## src/rtl/uart_pkg.sv

```systemverilog
// uart_pkg: shared state type, frame constants and baud divider helper
package uart_pkg;
  typedef enum logic [2:0] {ARM, IDLE, START, DATA, STOP} rx_state_t;
  localparam int UART_DATA_BITS = 8;
  function automatic int uart_div(input int clk, input int baud, input int os);
    return (clk + baud * os / 2) / (baud * os);
  endfunction
endpackage

```

## src/rtl/uart_rx_fifo.sv

```systemverilog
// uart_rx_fifo: small synchronous byte buffer with show-ahead head output
module uart_rx_fifo #(
  parameter int WIDTH = 8,
  parameter int DEPTH = 4
) (
  input  logic             clk,
  input  logic             rst,
  input  logic             wr,
  input  logic [WIDTH-1:0] din,
  output logic             full,
  input  logic             rd,
  output logic [WIDTH-1:0] dout,
  output logic             empty
);
  localparam int AW = $clog2(DEPTH);
  logic [WIDTH-1:0] mem [DEPTH];
  logic [AW-1:0] wp, rp;
  logic [AW:0] cnt;
  logic do_wr, do_rd;
  assign full = cnt == (AW+1)'(DEPTH);
  assign empty = cnt == '0;
  assign do_rd = rd && !empty;
  // a write into a full buffer is allowed only when the head leaves on the same clock
  assign do_wr = wr && (!full || do_rd);
  assign dout = mem[rp];
  always_ff @(posedge clk or posedge rst)
    if (rst) begin
      mem <= '{default: '0};
      wp <= '0;
      rp <= '0;
      cnt <= '0;
    end else begin
      if (do_wr) mem[wp] <= din;
      if (do_wr) wp <= wp + 1'b1;
      if (do_rd) rp <= rp + 1'b1;
      cnt <= cnt + (AW+1)'(do_wr) - (AW+1)'(do_rd);
    end
endmodule

```

## src/rtl/uart_rx.sv

```systemverilog
// uart_rx: oversampling 8N1 receiver with byte FIFO, frame-error, overrun and break flags
module uart_rx
  import uart_pkg::*;
#(
  parameter int CLK_FREQ   = 50_000_000,
  parameter int BAUD_RATE  = 115200,
  parameter int OVERSAMPLE = 16,
  parameter int FIFO_DEPTH = 4
) (
  input  logic       clk,
  input  logic       rst,
  input  logic       uart_rxd,
  output logic [7:0] dout,
  output logic       dout_vld,
  input  logic       dout_rdy,
  output logic       frame_err,
  output logic       overrun,
  output logic       break_det,
  output logic       busy
);
  localparam int DIV = uart_div(CLK_FREQ, BAUD_RATE, OVERSAMPLE);
  localparam int PW = DIV > 1 ? $clog2(DIV) : 1;
  localparam int TW = $clog2(OVERSAMPLE);
  localparam int BW = $clog2(UART_DATA_BITS);
  localparam int MID = OVERSAMPLE / 2;
  rx_state_t state, state_d;
  logic [1:0] sync, samp;
  logic rxd, rxd_q, fall, tick, decide, bit_end, maj, restart;
  logic [PW-1:0] presc;
  logic [TW-1:0] tcnt;
  logic [BW-1:0] bitcnt;
  logic [UART_DATA_BITS-1:0] shreg;
  logic wr, wr_q, ferr, brk, full, empty, rd;
  assign rxd = sync[1];
  assign fall = rxd_q && !rxd;
  assign tick = presc == PW'(DIV - 1);
  assign decide = tick && tcnt == TW'(MID + 1);
  assign bit_end = tick && tcnt == TW'(OVERSAMPLE - 1);
  assign maj = (samp[1] & samp[0]) | (samp[1] & rxd) | (samp[0] & rxd);
  // ARM needs an unbroken high bit, so any low sample restarts its timing
  assign restart = (state == IDLE && fall) || (state == ARM && !rxd);
  assign wr = state == STOP && decide && maj;
  assign ferr = state == STOP && decide && !maj && |shreg;
  assign brk = state == STOP && decide && !maj && ~|shreg;
  assign busy = state == START || state == DATA || state == STOP;
  assign dout_vld = !empty;
  assign rd = dout_rdy && dout_vld;
  always_comb begin
    state_d = state;
    case (state)
      ARM:     state_d = bit_end && rxd ? IDLE : ARM;
      IDLE:    state_d = fall ? START : IDLE;
      START:   state_d = decide && maj ? IDLE : bit_end ? DATA : START;
      DATA:    state_d = bit_end && bitcnt == BW'(UART_DATA_BITS - 1) ? STOP : DATA;
      STOP:    state_d = decide ? (maj ? IDLE : ARM) : STOP;
      default: state_d = ARM;
    endcase
  end
  always_ff @(posedge clk or posedge rst)
    if (rst) state <= ARM;
    else state <= state_d;
  always_ff @(posedge clk or posedge rst)
    if (rst) begin
      sync <= 2'b11;
      rxd_q <= 1'b1;
      presc <= '0;
      tcnt <= '0;
      samp <= '0;
      bitcnt <= '0;
      shreg <= '0;
      wr_q <= 1'b0;
      frame_err <= 1'b0;
      break_det <= 1'b0;
      overrun <= 1'b0;
    end else begin
      sync <= {sync[0], uart_rxd};
      rxd_q <= rxd;
      presc <= restart || tick ? '0 : presc + 1'b1;
      tcnt <= restart ? '0 : !tick ? tcnt : bit_end ? '0 : tcnt + 1'b1;
      if (tick && tcnt == TW'(MID - 1)) samp[0] <= rxd;
      if (tick && tcnt == TW'(MID)) samp[1] <= rxd;
      if (state == DATA && decide) shreg <= {maj, shreg[UART_DATA_BITS-1:1]};
      bitcnt <= state == START ? '0 : state == DATA && bit_end ? bitcnt + 1'b1 : bitcnt;
      wr_q <= wr;
      frame_err <= ferr;
      break_det <= brk;
      overrun <= wr_q && full && !rd;
    end
  uart_rx_fifo #(.WIDTH(UART_DATA_BITS), .DEPTH(FIFO_DEPTH)) u_fifo (
    .clk(clk), .rst(rst), .wr(wr_q), .din(shreg), .full(full),
    .rd(rd), .dout(dout), .empty(empty)
  );
endmodule

```

## config.mk

```make
export PLATFORM = sky130hd
export DESIGN_NAME = uart_rx
export DESIGN_NICKNAME = d
export VERILOG_FILES = /design/src/rtl/uart_pkg.sv /design/src/rtl/uart_rx_fifo.sv /design/src/rtl/uart_rx.sv
export SDC_FILE = /design/constraint.sdc
export NUM_CORES = 1
export LEC_CHECK = 0
export BUFFER_PORTS_ARGS = -buffer_cell sky130_fd_sc_hd__buf_4
export CAP_MARGIN = 20
export CORE_MARGIN = 5
export CORE_UTILIZATION = 45
export DETAILED_ROUTE_END_ITERATION = 6
export GPL_TIMING_DRIVEN = 0
export PLACE_DENSITY = 0.71
export SYNTH_ARGS = -nofsm -noshare
export SYNTH_HDL_FRONTEND = slang
export SYNTH_SLANG_ARGS = --single-unit
export TNS_END_PERCENT = 1
```

## constraint.sdc

```tcl
create_clock -name clk -period 2.2 [get_ports clk]
set_input_delay 0.11 -clock clk [delete_from_list [all_inputs] [get_ports clk]]
set_output_delay 0.11 -clock clk [all_outputs]
set_load 0.01 [all_outputs]
```

==> run_results.csv, run 1 <==
group,metric,value,unit
status,status,"completed",
setup_path,end_kind,"flop",
synthesis,postSynthCellCount,245,
synthesis,synth-main-ff-cell,"dfrtp_1",
synthesis,yosysWarnings,0,
synthesis,synth_edf_count,0,
sta,maxSlewViolCount,0,
setup_path,path_max_fanout,3,
global_routing,grtUsageMet2,23.12,%
synthesis,synth_xor_area_share,2.350,%
hold_path,min_path_type,"primary input to flop",
global_routing,track_usage,13.81,%
floorplanning,die_w,96.34,um
sta,skew,0.01067,ns
setup_path,path_class,"flop to flop",
sta,rsz0062_at_grt,"no",
synthesis,synth.top_cell.area_share,50.73,%
floorplanning,num_rows,31,
clock_network,clk_latency,0.35,ns
clock_network,cts.sinks,71,
finish,n_antenna_cell,0,
synthesis,synth_largest_area_cell,"dfrtp_1",
clock_network,htreeDepth,3,
sta,holdWs,0.07803,ns
synthesis,synth_compound_area_share,3.394,%
synthesis,synth_seq_cells,71,
floorplanning,pin_count,17,
clock_network,cts_tree,"yes",
global_routing,grt_util_met3,4.222,%
placed_design,dp_hpwl,3705,um
synthesis,async_flop_share,100.0,%
route,postRouteAntennaNets,0,
floorplanning,die_y,96.34,um
clock_network,cts_buffers,9,
global_routing,use_met1,16.59,%
power,irDropWorstVdd,0.3800,mV
route,drt-wirelength-per-cell,14.45,um
route,num_vias,1934,
synthesis,synthMuxAreaShare,19.77,%
setup_path,arrival,2.34,ns
placed_design,io_buffer_count,16,
sta,setup_viol,0,
global_routing,first_global_vias,2009,
global_routing,grt_max_degree,72,
clock_network,clockBufferDepth,2,
finish,fin_area,3805,sq um
placed_design,place_area,3601,sq um
floorplanning,fp.coreArea,7253,sq um
finish,fillers,632,
finish,syn2layout_area_growth,13.43,%
sta,slew_headroom,44.19,%
clock_network,path_clk_slew,0.07,ns
route,drt_iter0_drc,71,
synthesis,yosysUniqueCellTypes,53,
synthesis,syn_area,3354,sq um
synthesis,synth_top_family_by_area,"multiplexers",
setup_path,crit_start,"u_fifo.cnt[2]",
synthesis,synth_area_leaders,"dfrtp_1 51%, mux2_2 14%, mux4_2 5.4%, ha_1 4.8%, dfstp_2 2.3%",
hold_path,min_path_cells,3,
global_routing,antenna_found_initial,0,
placed_design,place.gp.congestion,0.7873,
power,p_sw,0.0007328,W
sta,fin_crit_sh,95.52,%
placed_design,dp.cells,360,
synthesis,syn-num-nets,263,
sta,min_period,2.101,ns
finish,layout.cells.non_filler,379,
hold_path,hold_start,"dout_rdy",
setup_path,rr_endpoint,"u_fifo.cnt[2]",
setup_path,cp.required,2.43,ns
setup_path,r2r_cells,7,
job,maxCapViolCount,0,
synthesis,ys_seq_area_share,53.08,%
power,clkPwrFrac,33.7,%
clock_network,cts-root-buf,"clkbuf_8",
sta,tightestPinTransition,0.8295,ns
route,first_pass_iters,4,
power,intPower,0.001948,W
power,seqPwrFrac,52.3,%
route,via_per_inst,5.103,
sta,finalHoldViolCount,0,
finish,drive_gt1_share,38.21,%
finish,utilization,52.46,%
power,p_sw_share,27.34,%
setup_path,timing.rr.start,"u_fifo.cnt[2]",
power,power.density,704.5,nW/um^2
synthesis,synth_area_per_cell,13.69,sq um
sta,max_freq,475.9,MHz
sta,fin_tns_setup,0,ns
global_routing,grt_overflow_total,0,
power,p_leak,1.919,nW
finish,nets,293,
global_routing,grt_busiest_layer,"met2",
setup_path,r2r_slack,0.1,ns
floorplanning,initial_core_util,46.25,%
route,routed_wl,5478,um
power,combPwrFrac,14.0,%
hold_path,min_to,"overrun",
synthesis,yosys.area_share.simple,12.23,%
route,post-route-drc-count,0,
floorplanning,dieArea,9281,sq um
setup_path,cp-start-kind,"flop",
global_routing,grt_pass1_wl,9604,um
synthesis,synth_adder_area_share,5.744,%
worst max-delay path, cell delays in order, from the launching register on:
cell	delay (ns)
dfrtp_1	0.40
or3_1	0.40
and2_4	0.19
ha_1	0.27
inv_1	0.03
ha_1	0.18
fa_1	0.39
xnor2_1	0.14
power by group through the flow:
stage          clock [W]  combinational, W  sequential (W)
2_1_floorplan          0          0.000282         0.00142
3_3_place_gp           0          0.000355         0.00143
3_5_place_dp           0          0.000362         0.00143
4_1_cts         0.000945          0.000366         0.00141
5_1_grt         0.000991          0.000423         0.00141
6_report        0.000904          0.000375         0.00140
cell usage in the layout (no fill, tap or decap), types with 2 or more instances in the layout:
cell type	count
nand2_4	4
and2b_2	2
or2_2	2
dlygate4sd3_1	2
mux4_2	8
clkinv_2	2
xor2_1	5
ha_1	13
nor2b_1	2
clkinv_4	2
nand2_1	14
inv_1	12
nor3_1	2
nor2_1	11
nand3_1	8
clkinvlp_4	3
a21oi_1	3
xnor2_1	4
nand4_1	2
dfstp_2	3
buf_4	18
nor4_1	4
dfrtp_1	68
mux2_2	42
clkbuf_8	9
routing by layer:
layer / vias up / wire length [um] / part of all wire (%)
met5: - / 0 / 0
met4: 0 / 97 / 1.8
met3: 10 / 175 / 3.2
met2: 25 / 2734 / 50
met1: 968 / 2470 / 45
li1: 931 / - / -
through the flow:
step                setup WS [ns]  power, W
floorplan                 0.09119  0.001703
global placement          -0.5576  0.001783
detailed placement        0.06036  0.001793
CTS                       0.03083  0.002717
global route             0.003585  0.002820
finish                    0.09860  0.002681
final cells by class:
| cell class | instances | area [sq um] | share of cell area, % |
|---|---|---|---|
| repair buffers | 19 | 147.6 | 3.880 |
| well taps | 99 | 123.9 | 3.256 |
| plain buffers | 7 | 66.31 | 1.743 |
| clock buffers | 9 | 123.9 | 3.256 |
| clock inverters | 7 | 50.05 | 1.315 |
| flip-flops and latches | 71 | 1780 | 46.79 |
| inverters | 13 | 51.30 | 1.348 |
| multi-input cells | 154 | 1461 | 38.41 |
sequential cells by signal, indices dropped and copies added, names as in the netlist:
register    cells
bitcnt          3
break_det       1
frame_err       1
overrun         1
presc           5
rxd_q           1
samp            2
shreg           8
state           3
sync            2
tcnt            4
u_fifo.cnt      3
u_fifo.mem     32
u_fifo.rp       2
u_fifo.wp       2
wr_q            1
logic make-up after synthesis:
kind of cell / count (synthesis)
AO/OA/AOI/OAI: 15
multiplexers: 51
flip-flops: 71
AND/OR/NAND/NOR: 64
adder cells (fa/ha/maj): 15
buffers and inverters: 20
XOR/XNOR: 9
cell usage after synthesis, types with 2 or more instances:
master   instances
xnor2_1          4
nor2b_1          2
dfrtp_1         68
mux2_2          42
and2_1           2
dfstp_2          3
nor4_1           4
inv_1           13
or2_2            2
nand2_4          4
a21oi_1          3
ha_1            13
mux4_2           8
nor3_1           2
xor2_1           5
nand2_1         14
nor2_1          11
nand3_1          8
and2b_2          2
nand4_1          2
worst max-delay path by stage:
stage	cells past startpoint	slack, ns	end
final	7	0.1	u_fifo.cnt[2]
after global routing	7	0.004	u_fifo.cnt[2]
after CTS	7	0.03	u_fifo.cnt[2]
after detailed placement	7	0.06	u_fifo.cnt[2]
after global placement	2	-0.56	u_fifo.mem[27]
after floorplan	7	0.09	u_fifo.cnt[2]
what timing repair did:
action / CTS / global route
hold buffers: 2 / 0
endpoints found under the hold margin: 69 / 0
endpoints found under the setup margin: 0 / 1
resized for setup: 0 / 1
setup buffers: 0 / 1
(Power assumes the default switching activity.)
==> run 2, diff against run 1 <==
Clock period 2.2 ns to 2.6 ns, I/O delays scaled along.
==> run 2 against run 1 <==
Effect of this change: wire length is 0.22% lower; combinational power down 21%; critical path depth stayed put; die area stayed put; largest power group unchanged; first-iteration DRC count is the same; cell area decreased by 0.26%; core utilization shrank 0.14 points; sequential power fell by 15%; global-route usage is the same; clock skew unchanged; worst setup slack better by 0.34 ns.
==> run_results.csv, run 2 (same netlist as run 1, synthesis figures left out) <==
group,metric,value,unit
setup_path,arrival,2.39,ns
clock_network,clk_latency,0.35,ns
sta,holdWs,0.09571,ns
route,via_per_inst,5.095,
sta,skew,0.01067,ns
route,num_vias,1926,
setup_path,timing.rr.start,"u_fifo.cnt[1]",
placed_design,dp_hpwl,3705,um
power,irDropWorstVdd,0.3215,mV
finish,syn2layout_area_growth,13.13,%
global_routing,grt_max_degree,72,
placed_design,dpl_worst_slack,0.4604,ns
floorplanning,dieArea,9281,sq um
setup_path,end_kind,"flop",
finish,largest_reg_flops,32,
sta,maxSlewViolCount,0,
finish,final_cell_mix,"68 x dfrtp_1, 42 x mux2_2, 17 x buf_4",
floorplanning,num_rows,31,
power,p_leak,1.912,nW
sta,max_freq,463.1,MHz
route,post-route-drc-count,0,
global_routing,first_global_vias,2009,
finish,layout_commonest_cell,"dfrtp_1",
status,status,"completed",
setup_path,rr_endpoint,"u_fifo.cnt[2]",
route,postRouteAntennaNets,0,
clock_network,cts_setup_buffers,0,
global_routing,grt_pass1_wl,9604,um
finish,top_register,"u_fifo.mem",
power,power,0.002253,W
finish,drive_gt1_share,37.63,%
setup_path,path_class,"flop to flop",
sta,rsz0062_at_grt,"no",
clock_network,cts_tree,"yes",
setup_path,r2r_cells,7,
sta,setup_viol,0,
route,first_pass_iters,4,
hold_path,hold_start,"dout_rdy",
global_routing,grt_overflow_total,0,
sta,slew_headroom,44.19,%
floorplanning,die_y,96.34,um
setup_path,r2r_slack,0.44,ns
finish,nets,292,
finish,largest_registers,"u_fifo.mem: 32 flops, shreg: 8 flops, presc: 5 flops",
clock_network,cts-root-buf,"clkbuf_8",
sta,min_period,2.159,ns
route,drt-wirelength-per-cell,14.46,um
route,routed_wl,5466,um
global_routing,track_usage,13.81,%
job,maxCapViolCount,0,
clock_network,cts_buffers,9,
floorplanning,fp.coreArea,7253,sq um
setup_path,cp.required,2.83,ns
clock_network,clockBufferDepth,2,
clock_network,path_clk_slew,0.07,ns
finish,utilization,52.32,%
global_routing,antenna_found_initial,0,
hold_path,min_path_cells,3,
sta,tightestPinTransition,0.8295,ns
hold_path,min_to,"overrun",
sta,finalHoldViolCount,0,
floorplanning,pin_count,17,
route,drt_iter0_drc,71,
floorplanning,initial_core_util,46.25,%
placed_design,place.gp.congestion,0.7873,
placed_design,io_buffer_count,16,
clock_network,htreeDepth,3,
floorplanning,die_w,96.34,um
setup_path,path_max_fanout,4,
power,power.density,593.6,nW/um^2
finish,n_antenna_cell,0,
sta,setup_slack,0.4406,ns
sta,fin_crit_sh,83.05,%
hold_path,min_path_type,"primary input to flop",
setup_path,cp-start-kind,"flop",
clock_network,cts.sinks,71,
[run 2: changes by cell type in the layout (fill, tap and decap cells not counted), sizes merged]
cell	delta
buf	-1
[run 2: how the worst max path moves through the flow]
stage | slack [ns] | endpoint | cells after the start | startpoint
after floorplan | 0.49 | u_fifo.cnt[2] | 7 | u_fifo.cnt[1]
after global placement | -0.18 | u_fifo.mem[27] | 2 | rst
after detailed placement | 0.46 | u_fifo.cnt[2] | 7 | u_fifo.cnt[1]
after CTS | 0.43 | u_fifo.cnt[2] | 7 | u_fifo.cnt[1]
after global routing | 0.32 | u_fifo.cnt[2] | 7 | u_fifo.cnt[1]
final | 0.44 | u_fifo.cnt[2] | 7 | u_fifo.cnt[1]
[run 2: what timing repair did]
item / in CTS / in global routing
hold buffers: 2 / 0
gates resized for setup: 0 / 0
endpoints found under the hold margin: 56 / 0
[run 2: metal layers]
layer	wire length, um	GRT usage (%)	vias up	share of wire, %
met5	0	0	-	0
met4	97	5.491	0	1.8
met1	2470	16.59	964	45
li1	-	-	929	-
met2	2726	23.12	23	50
met3	172	4.222	10	3.1
[run 2: report_power, final]
part	leakage, nW	total, W	internal [W]	switching (W)
sequential	0.957	0.00119	0.00116	0.0000341
combinational	0.874	0.000298	0.000136	0.000163
clock	0.0812	0.000765	0.000345	0.000420
[run 2: stage by stage]
stage | std cells | TNS (ns) | cell area [sq um]
floorplan | 245 | 0 | 3354
global placement | 360 | -11.86 | 3598
detailed placement | 360 | 0 | 3601
CTS | 378 | 0 | 3795
global route | 378 | 0 | 3795
finish | 378 | 0 | 3795
[run 2: cell type report]
type                            count  area, sq um
Fill cell                         632         3458
Multi-Input combinational cell    154         1459
Clock inverter                      7        50.05
Buffer                              7        66.31
Timing Repair Buffer               18        140.1
Tap cell                           99        123.9
Sequential cell                    71         1780
Clock buffer                        9        123.9
Inverter                           13        51.30
[run 2: worst max-delay path: stages (launching register included)]
cell	delay (ns)
dfrtp_1	0.43
or3_1	0.38
and2_1	0.21
ha_1	0.28
inv_1	0.03
ha_1	0.18
fa_1	0.39
xnor2_1	0.14
==> run 3, diff against run 2 <==
Settings changed: PLACE_DENSITY 0.71 to 0.73.
Clock period 2.6 ns to 1.9 ns, I/O delays scaled along.
==> run 3 against run 2 <==
Effect of this change: the flow now finishes with violations (setup timing); sequential share of layout area is 2.0 points lower; worst setup slack got worse by 0.54 ns; via count rose by 1.5%; critical path depth unchanged; largest power group unchanged; maximum frequency grew 8.2%; sequential power grew 36%.
==> run_results.csv, run 3 (same netlist as run 1, synthesis figures left out) <==
group,metric,value,unit
status,status,"finished with violations",
status,violations,"setup timing",
finish,top_register,"u_fifo.mem",
finish,n_antenna_cell,0,
finish,nets,298,
clock_network,path_clk_slew,0.08,ns
clock_network,cts.sinks,71,
clock_network,cts_tree,"yes",
floorplanning,dieArea,9281,sq um
finish,largest_reg_flops,32,
power,irDropWorstVdd,0.4514,mV
setup_path,crit_path_frequent_cell,"ha_4",
setup_path,arrival,2.22,ns
global_routing,antenna_found_initial,0,
sta,setup_viol,2,
setup_path,path_class,"flop to flop",
setup_path,cp.required,2.12,ns
global_routing,first_global_vias,2053,
finish,syn2layout_area_growth,18.28,%
power,power,0.003696,W
sta,tightestPinTransition,0.8552,ns
sta,fin_tns_setup,-0.1469,ns
sta,fin_crit_sh,105.0,%
power,power.density,931.6,nW/um^2
setup_path,end_kind,"flop",
finish,largest_registers,"u_fifo.mem: 32 flops, shreg: 8 flops, presc: 5 flops",
sta,max_freq,501.0,MHz
sta,min_period,1.996,ns
placed_design,place_area,3636,sq um
setup_path,crit_buf_inv,1,
clock_network,htreeDepth,3,
route,drt_iter0_drc,88,
global_routing,grt_max_degree,72,
route,via_per_inst,5.091,
finish,drive_gt1_share,41.40,%
sta,skew,0.01183,ns
placed_design,place.gp.congestion,0.7468,
setup_path,critPathSlowestCell,"dfrtp_1",
route,first_pass_iters,4,
sta,finalHoldViolCount,0,
job,maxCapViolCount,0,
setup_path,path_max_fanout,2,
route,num_vias,1955,
setup_path,crit_family,"adder cells",
floorplanning,num_rows,31,
route,postRouteAntennaNets,0,
finish,final_cell_mix,"68 x dfrtp_1, 42 x mux2_2, 23 x buf_4",
floorplanning,pin_count,17,
route,drt-wirelength-per-cell,14.89,um
clock_network,cts-root-buf,"clkbuf_8",
global_routing,grt_pass1_wl,9832,um
hold_path,min_path_type,"primary input to flop",
global_routing,track_usage,14.11,%
floorplanning,die_y,96.34,um
global_routing,grt_overflow_total,0,
finish,layout_commonest_cell,"dfrtp_1",
setup_path,cp-start-kind,"flop",
sta,maxSlewViolCount,0,
sta,slew_headroom,42.99,%
floorplanning,fp.coreArea,7253,sq um
route,post-route-drc-count,0,
clock_network,clk_latency,0.34,ns
floorplanning,die_w,96.34,um
sta,holdWs,0.07699,ns
sta,setup_slack,-0.09592,ns
power,p_leak,1.990,nW
setup_path,cpPeakStageDelay,0.40,ns
floorplanning,initial_core_util,46.25,%
placed_design,io_buffer_count,16,
setup_path,cp_cell_sequence,"or3_4, and2_4, ha_4, inv_2, ha_4, fa_2, xnor2_2",
route,routed_wl,5718,um
clock_network,clockBufferDepth,2,
finish,fin_area,3968,sq um
sta,rsz0062_at_grt,"yes",
clock_network,cts_buffers,9,
placed_design,dp_hpwl,3728,um
==> run 3: where the power goes <==
| group | switching [W] | total [W] | internal, W |
|---|---|---|---|
| combinational | 0.000304 | 0.000621 | 0.000317 |
| sequential | 0.0000395 | 0.00162 | 0.00158 |
| clock | 0.000546 | 0.00145 | 0.000908 |
| total | 0.000890 | 0.00370 | 0.00281 |
==> run 3: path summary, 6_finish.rpt <==
check                              start             to  slack (ns)  cells past startpoint
hold / removal                  dout_rdy        overrun        0.08                      3
setup reg to reg           u_fifo.cnt[1]  u_fifo.cnt[2]        -0.1                      7
setup / recovery           u_fifo.cnt[1]  u_fifo.cnt[2]        -0.1                      7
min in group asynchronous            rst      bitcnt[1]        0.49                      3
max in group asynchronous            rst        samp[0]        0.85                      3
hold reg to reg                  sync[0]        sync[1]        0.36                      0
==> run 3: final cells by class <==
type / instances / area (sq um)
inverters: 13 / 51.30
flip-flops and latches: 71 / 1780
clock buffers: 11 / 141.4
clock inverters: 5 / 105.1
plain buffers: 7 / 70.07
fillers: 627 / 3286
multi-input cells: 154 / 1510
well taps: 99 / 123.9
repair buffers: 24 / 185.2
==> run 3: per-layer routing <==
metal  part of all wire, %  vias to the layer above  global-route usage, %
met3                   3.0                        9                  4.300
met4                   1.1                        0                  4.206
met2                    50                       26                  23.63
met1                    46                      980                  17.57
met5                     0                        -                      0
li1                      -                      940                      -
==> run 3: timing repair <==
item / CTS / global route
buffers inserted: 3 / 3
setup endpoints to repair: 2 / 12
cloned: 0 / 0
endpoints found under the hold margin: 69 / 0
hold buffers: 2 / 0
gates resized for setup: 1 / 3
pin swaps: 5 / 4
==> run 3: stage by stage <==
stage | utilization [%] | worst slack [ns] | cells
2_1_floorplan | - | -0.09126 | 245
3_3_place_gp | 50.09 | -0.8060 | 360
3_5_place_dp | 50.13 | -0.1211 | 360
4_1_cts | 54.22 | -0.09013 | 381
5_1_grt | 54.70 | -0.1522 | 384
6_report | 54.70 | -0.09592 | 384
==> run 3: tightest hold or removal path: cells and delay by family <==
kind | cells | cell delay [ns]
buffers and inverters | 1 | 0.10
AND/OR/NAND/NOR | 2 | 0.18
